$ cat src/rtl/fp_mul_result_buffer.sv
// Circular FIFO between fp_multiplier and writeback. Each entry holds the product,
// its destination tag and a class flag set that is computed when the entry is written.
module fp_mul_result_buffer #(
  parameter int DEPTH = 4
) (
  input  logic                     clk,
  input  logic                     reset,
  input  logic                     flush,
  input  logic                     in_valid,
  output logic                     in_ready,
  input  logic [31:0]              in_result,
  input  logic [4:0]               in_rd,
  output logic                     out_valid,
  input  logic                     out_ready,
  output logic [31:0]              out_result,
  output logic [4:0]               out_rd,
  output logic [3:0]               out_flags,
  output logic [$clog2(DEPTH):0]   level,
  output logic [15:0]              retired
);

  localparam int DATA_W = 32;
  localparam int AW     = $clog2(DEPTH);
  localparam int LW     = AW + 1;
  localparam logic [LW-1:0] FULL = LW'(DEPTH);

  // Class of an IEEE-754 single: {nan, inf, zero, subnormal}; the sign bit plays no part.
  function automatic logic [3:0] classify(input logic [DATA_W-1:0] r);
    logic [7:0]  e;
    logic [22:0] m;
    e = r[30:23];
    m = r[22:0];
    classify = {(e == 8'hFF) && (m != '0),
                (e == 8'hFF) && (m == '0),
                (e == 8'h00) && (m == '0),
                (e == 8'h00) && (m != '0)};
  endfunction

  logic [DATA_W-1:0] mem_result [DEPTH];
  logic [4:0]        mem_rd     [DEPTH];
  logic [3:0]        mem_flags  [DEPTH];

  logic [AW-1:0] wr_ptr;
  logic [AW-1:0] rd_ptr;
  logic          push;
  logic          pop;

  assign in_ready  = (level != FULL);
  assign out_valid = (level != '0);
  assign push      = in_valid && in_ready && !flush;
  assign pop       = out_valid && out_ready && !flush;

  assign out_result = mem_result[rd_ptr];
  assign out_rd     = mem_rd[rd_ptr];
  assign out_flags  = mem_flags[rd_ptr];

  // Storage carries no reset; entries are only meaningful while counted by level.
  always_ff @(posedge clk) begin
    if (push && !reset) begin
      mem_result[wr_ptr] <= in_result;
      mem_rd[wr_ptr]     <= in_rd;
      mem_flags[wr_ptr]  <= classify(in_result);
    end
  end

  always_ff @(posedge clk) begin
    if (reset) begin
      wr_ptr  <= '0;
      rd_ptr  <= '0;
      level   <= '0;
      retired <= '0;
    end else if (flush) begin
      wr_ptr <= '0;
      rd_ptr <= '0;
      level  <= '0;
    end else begin
      if (push) wr_ptr <= wr_ptr + AW'(1);
      if (pop) begin
        rd_ptr  <= rd_ptr + AW'(1);
        retired <= retired + 16'd1;
      end
      case ({push, pop})
        2'b10:   level <= level + LW'(1);
        2'b01:   level <= level - LW'(1);
        default: level <= level;
      endcase
    end
  end

endmodule

$ cat config.mk
export PLATFORM = sky130hd
export DESIGN_NAME = fp_mul_result_buffer
export DESIGN_NICKNAME = d
export VERILOG_FILES = /design/src/rtl/fp_mul_result_buffer.sv
export SDC_FILE = /design/constraint.sdc
export NUM_CORES = 1
export LEC_CHECK = 0
export BUFFER_PORTS_ARGS = -buffer_cell sky130_fd_sc_hd__buf_2
export CELL_PAD_IN_SITES_DETAIL_PLACEMENT = 0
export CELL_PAD_IN_SITES_GLOBAL_PLACEMENT = 2
export CORE_MARGIN = 2
export CORE_UTILIZATION = 38
export DETAILED_ROUTE_END_ITERATION = 10
export HOLD_SLACK_MARGIN = 0.06
export PLACE_DENSITY = 0.74
export SLEW_MARGIN = 20
export SYNTH_ARGS = -nofsm -noshare
export SYNTH_HDL_FRONTEND = slang
export SYNTH_SLANG_ARGS = --single-unit
$ cat constraint.sdc
create_clock -name clk -period 2.8 [get_ports clk]
set_input_delay 0.84 -clock clk [delete_from_list [all_inputs] [get_ports clk]]
set_output_delay 0.84 -clock clk [all_outputs]
set_load 0.1 [all_outputs]
==> After elaboration in Yosys (flattened, before gate mapping) <==
Memory sizes are Yosys's and may differ from the RTL's. A register that Yosys moved wholly into a read port is not among the register bits.
Index checks and enable logic that the tools add are counted.
{ "word_totals": {"output_inout_bits": 62, "mem_count": 3, "elab_cells": 44, "reg_bits": 23, "ramBits": 164, "input_bits": 42} }
{ "memory_table": {"columns": ["memory", "depth", "width", "read_ports", "rd_clocked_by_memory_dff", "write_ports", "line_no", "text"], "rows": [
  ["mem_result", 4, 32, 1, 1, 1, "39", "logic [DATA_W-1:0] mem_result [DEPTH];"],
  ["mem_rd", 4, 5, 1, 1, 1, "40", "logic [4:0] mem_rd [DEPTH];"],
  ["mem_flags", 4, 4, 1, 1, 1, "41", "logic [3:0] mem_flags [DEPTH];"]
]} }
{ "classes": {"n_reduce_logical": 18, "bitwise": 1, "mux": 9, "eq_ne": 4, "addsub": 5} }
{ "op_table": {"columns": ["operator", "n"], "rows": [
  ["$logic_not A23 Y1", 1],
  ["$reduce_bool A23 Y1", 1],
  ["$add A16 B1 Y16 const B", 1],
  ["$mux W2", 6],
  ["$logic_and A1 B1 Y1", 9],
  ["$eq A8 B8 Y1 const B", 1],
  ["$logic_not A8 Y1", 1],
  ["$pmux W3 S2", 1],
  ["$add A2 B1 Y2 const B", 2],
  ["$add A3 B1 Y3 const B", 1],
  ["$ne A3 B3 Y1 const B", 1],
  ["$reduce_bool A3 Y1", 1],
  ["$sub A3 B1 Y3 const B", 1],
  ["$eq A2 B1 Y1 const B", 1],
  ["$eq A2 B2 Y1 const B", 1],
  ["$logic_not A1 Y1", 2],
  ["$mux W1", 2],
  ["$reduce_and A2 Y1", 1],
  ["$reduce_bool A2 Y1", 1],
  ["$reduce_or A2 Y1", 1],
  ["$not A1 Y1", 1]
]} }

==> Logic depth before layout (Yosys ltp) <==
{ "depth": {"depth_word": 6, "depth_mapped": 9, "mapped_depth_nobuf": 9} }

==> Worst setup path before layout <==
Ideal clock, no wire load.
{ "synth_path": {"path_type": "register to register", "startpoint": "reg level[0]", "endpoint": "mem mem_flags[0][0], enable pin", "stages_incl_launch_ff": 5, "n_path_buf": 0, "required_ns": 2.398, "path_slack_ns": -0.657, "arrival_time_ns": 3.054, "period_less_slack_ns": 3.457, "setup_ns": 0.402, "cell_sequence": "dfxtp_1 -> or3b_2 -> nand2_1 -> nor2_1 -> and2_1"} }
{ "synth_via": {"elab_chain_cells": 6} }
{ "synth_rtl": {"columns": ["element", "line_no", "text"], "rows": [
  ["start: declaration", "18", "output logic [$clog2(DEPTH):0] level,"],
  ["start signal: assignment", "83", "2'b10: level <= level + LW'(1);"],
  ["start signal: assignment", "84", "2'b01: level <= level - LW'(1);"],
  ["start signal: assignment", "85", "default: level <= level;"],
  ["$ne A3 B3 Y1", "48", "assign in_ready = (level != FULL);"],
  ["net in_ready", "10", "output logic in_ready,"],
  ["$logic_and A1 B1 Y1 (2 in a row)", "50", "assign push = in_valid && in_ready && !flush;"],
  ["$logic_and A1 B1 Y1", "59", "if (push && !reset) begin"],
  ["$mux W1", "59", null],
  ["$mux W1 (implied by the code)", "62", "mem_flags[wr_ptr] <= classify(in_result);"],
  ["end: declaration", "41", null]
]} }
The timed path passes the listed nets, and every way through them passes these cells.

==> results.md <==
* Outcome: finished, final reports clean
* Max-slew violation count at 0
* Post-synth net total at 417
* Core area at 0.0186 mm²
* Mean Syn Cell Area at 19.6 µm²
* Number of nets in the layout at 535
* Pre-CTS WS at 258 ps
* Crit end category: output port
* CTS root buf: clkbuf_16
* Reg clk slew, reported paths at 70 ps
* Crit-path max FO at 22
* GPL Wtd Cong at 0.748
* Initial Util at 38.7%
* Final setup fails at 0
* Clock latency on the worst-skew pair at 430 ps
* DR vias/cell at 5.11
* Worst Path Arrival at 1870 ps
* Initial antenna violation count at 3
* Psw at 1.31 mW
* Cell-internal power at 4.41 mW
* Clock Skews at 7.94 ps
* H-tree depth at 4
* Post-DP Area at 0.00814 mm²
* Drt first pass iters at 4
* First-pass GRT wire length at 21200 µm
* Fillers at 1603
* Largest net degree at the start of global routing at 42
* Final period util at 96.7%
* Layout area overhead at 20.9%
* #FFs+latches synth at 189
* Power Dens Cells at 655 mW/mm²
* Die W at 142 µm
* Die ar. at 0.0201 mm²
* Final worst slack at 92.9 ps
* Wire length per cell at 18.8 µm
* Hold slack at 476 ps
* Inserted Clock Buffers at 17
* Tmin final at 2710 ps
* Comb power frac at 5.2%
* # Post-CTS Setup Buffers at 0
* # clock sinks at 189
* LEAKAGE at 2.92 nW
* Clock power share at 40.8%
* Maxcap violations at 0
* Via count at 3748
* Cell area after synthesis at 0.00722 mm²
* RSZ-0062 raised after global routing: false
* Overall power at 5.72 mW
* Sequential area share after synthesis at 75.2%
* Count of different cell masters after synthesis at 37
* Max rail drop VDD at 0.430 mV
* FMAX at 0.369 GHz
* Hold Path Class: flop to flop
* Switching Fraction at 22.9%
* Final hold vios at 0
* Number of port buffers at 103
* WP data required at 1960 ps
* Design area at 0.00873 mm²
* Number of global-route vias before repair at 3937
* Startpoint types: flop
* WL final at 13800 µm
* Antenna Violating Nets Remaining at 0
* Die height at 142 µm
* IO Pins at 104
* Synthesized instance count at 368
* Relative slew slack at 64.3%
* Gr usage total at 14.2%
* GRT Residual Overflow at 0
* Iteration-0 DRC Markers at 179
* # rows at 50
* DRC errors left at 0
* Warnings from Yosys at 0
* Post-DP HPWL at 8490 µm
* Clock tree buffer depth at 2
* Setup TNS at 0 ps
* TritonCTS clock tree: built
* Fraction of layout cells with a size suffix above 1 at 40.5%
* Sequential fraction of design power at 53.9%
* Worst setup path class: flop to output port
* Least-Margin Pin Slew at 531 ps
worst max-delay path, stage by stage, from the launching register on:
cell and delay [ps]:
dfxtp_4 370, buf_12 210, mux4_2 540, buf_2 310
final timing paths:
kind                            startpoint                       end  slack (ps)  cells past startpoint
hold / removal    retired[15]$_SDFFE_PP0P_  retired[15]$_SDFFE_PP0P_         480                      2
setup / recovery                      flop                 out_rd[4]          90                      3
hold reg to reg   retired[15]$_SDFFE_PP0P_  retired[15]$_SDFFE_PP0P_         480                      2
setup reg to reg     level[2]$_SDFFE_PP0P_     level[2]$_SDFFE_PP0P_         430                      9
state kept, by name (all words and copies together), names as in the netlist, named ones only:
register and count:
mem_rd 20, mem_result 128, rd_ptr 2, mem_flags 16, wr_ptr 2, retired 16, level 3
stage by stage:
stage	cells	util (%)
floorplan	368	-
detailed placement	701	43.7
CTS	733	46.8
finish	734	46.8
global placement	701	43.7
global route	733	46.8
power by group through the flow:
stage | Sequential (mW) | Clock [mW] | Combinational [mW]
4_1_cts | 3.08 | 2.40 | 0.303
2_1_floorplan | 3.16 | 0 | 0.191
6_report | 3.09 | 2.34 | 0.299
3_5_place_dp | 3.15 | 0 | 0.303
3_3_place_gp | 3.15 | 0 | 0.298
5_1_grt | 3.09 | 2.51 | 0.317
layout make-up:
class                   instances  area, µm²  share of cell area [%]
repair buffers                113        681                    7.80
flip-flops and latches        189       5430                    62.3
diodes                          1       2.50                  0.0287
well taps                     234        293                    3.35
inverters                       6       22.5                   0.258
clock inverters                14        154                    1.76
multi-input cells             159       1710                    19.6
clock buffers                  18        429                    4.92
cells in the final DEF, fill, tap and decap left out, types with 7 or more instances in the layout:
master | netlist | layout
nor4_1 | 9 | 9
mux4_2 | 41 | 41
nand2_1 | 8 | 8
nand4_1 | 7 | 7
buf_2 | 4 | 102
xnor2_1 | 7 | 7
a21oi_1 | 10 | 10
clkbuf_16 | 0 | 17
dfxtp_1 | 25 | 20
nor2_1 | 19 | 19
buf_12 | 0 | 7
edfxtp_1 | 164 | 164
cells in the mapped netlist:
master,number,area (µm²)
a21oi_1,10,50.1
and2_1,4,25.0
and3_2,1,7.51
and4_1,1,8.76
and4_4,1,11.3
and4b_1,2,20.0
buf_1,5,18.8
buf_2,4,20.0
buf_6,1,11.3
clkbuf_1,4,15.0
dfxtp_1,25,500
edfxtp_1,164,4920
fa_1,1,20.0
ha_1,6,75.1
inv_1,5,18.8
inv_2,1,3.75
mux2i_1,1,10.0
mux4_2,41,923
nand2_1,8,30.0
nand2b_1,1,6.26
nand3_1,6,30.0
nand3b_1,1,7.51
nand4_1,7,43.8
nand4_4,1,21.3
nor2_1,19,71.3
nor3_1,6,30.0
nor3b_2,1,12.5
nor4_1,9,56.3
o21ai_0,3,15.0
o31ai_1,5,37.5
or2_2,2,12.5
or3_1,2,12.5
or3_2,1,7.51
or3b_2,1,8.76
or4_1,5,37.5
xnor2_1,7,61.3
xor2_1,6,52.6
cells by family (layout without fill, tap and decap cells):
group                      count (synthesis)  after routing  synth area share (%)
buffers and inverters                     20            151                  1.21
AOI/OAI and AO/OA                         18             18                  1.42
muxes                                     42             42                  12.9
other                                      0              1                     0
DFF                                      189            189                  75.2
and+or+nand+nor                           79             79                  6.38
adders and majority gates                  7              7                  1.32
xor gates and xnor gates                  13             13                  1.58
layer usage:
layer	track usage, %	vias up	part of all wire, %	routed length (µm)
li1	-	1734	-	-
met1	18.0	1898	44	6100
met2	22.8	91	48	6680
met3	4.72	21	5.7	792
met4	5.26	4	1.5	203
met5	0	-	0.13	18
timing repair:
item / 4_1_cts / 5_1_grt
hold buffers: 0 / 0
endpoints found under the setup margin: 0 / 1
gates resized for setup: 0 / 1
Note: power is estimated with default switching activity, not from simulation.
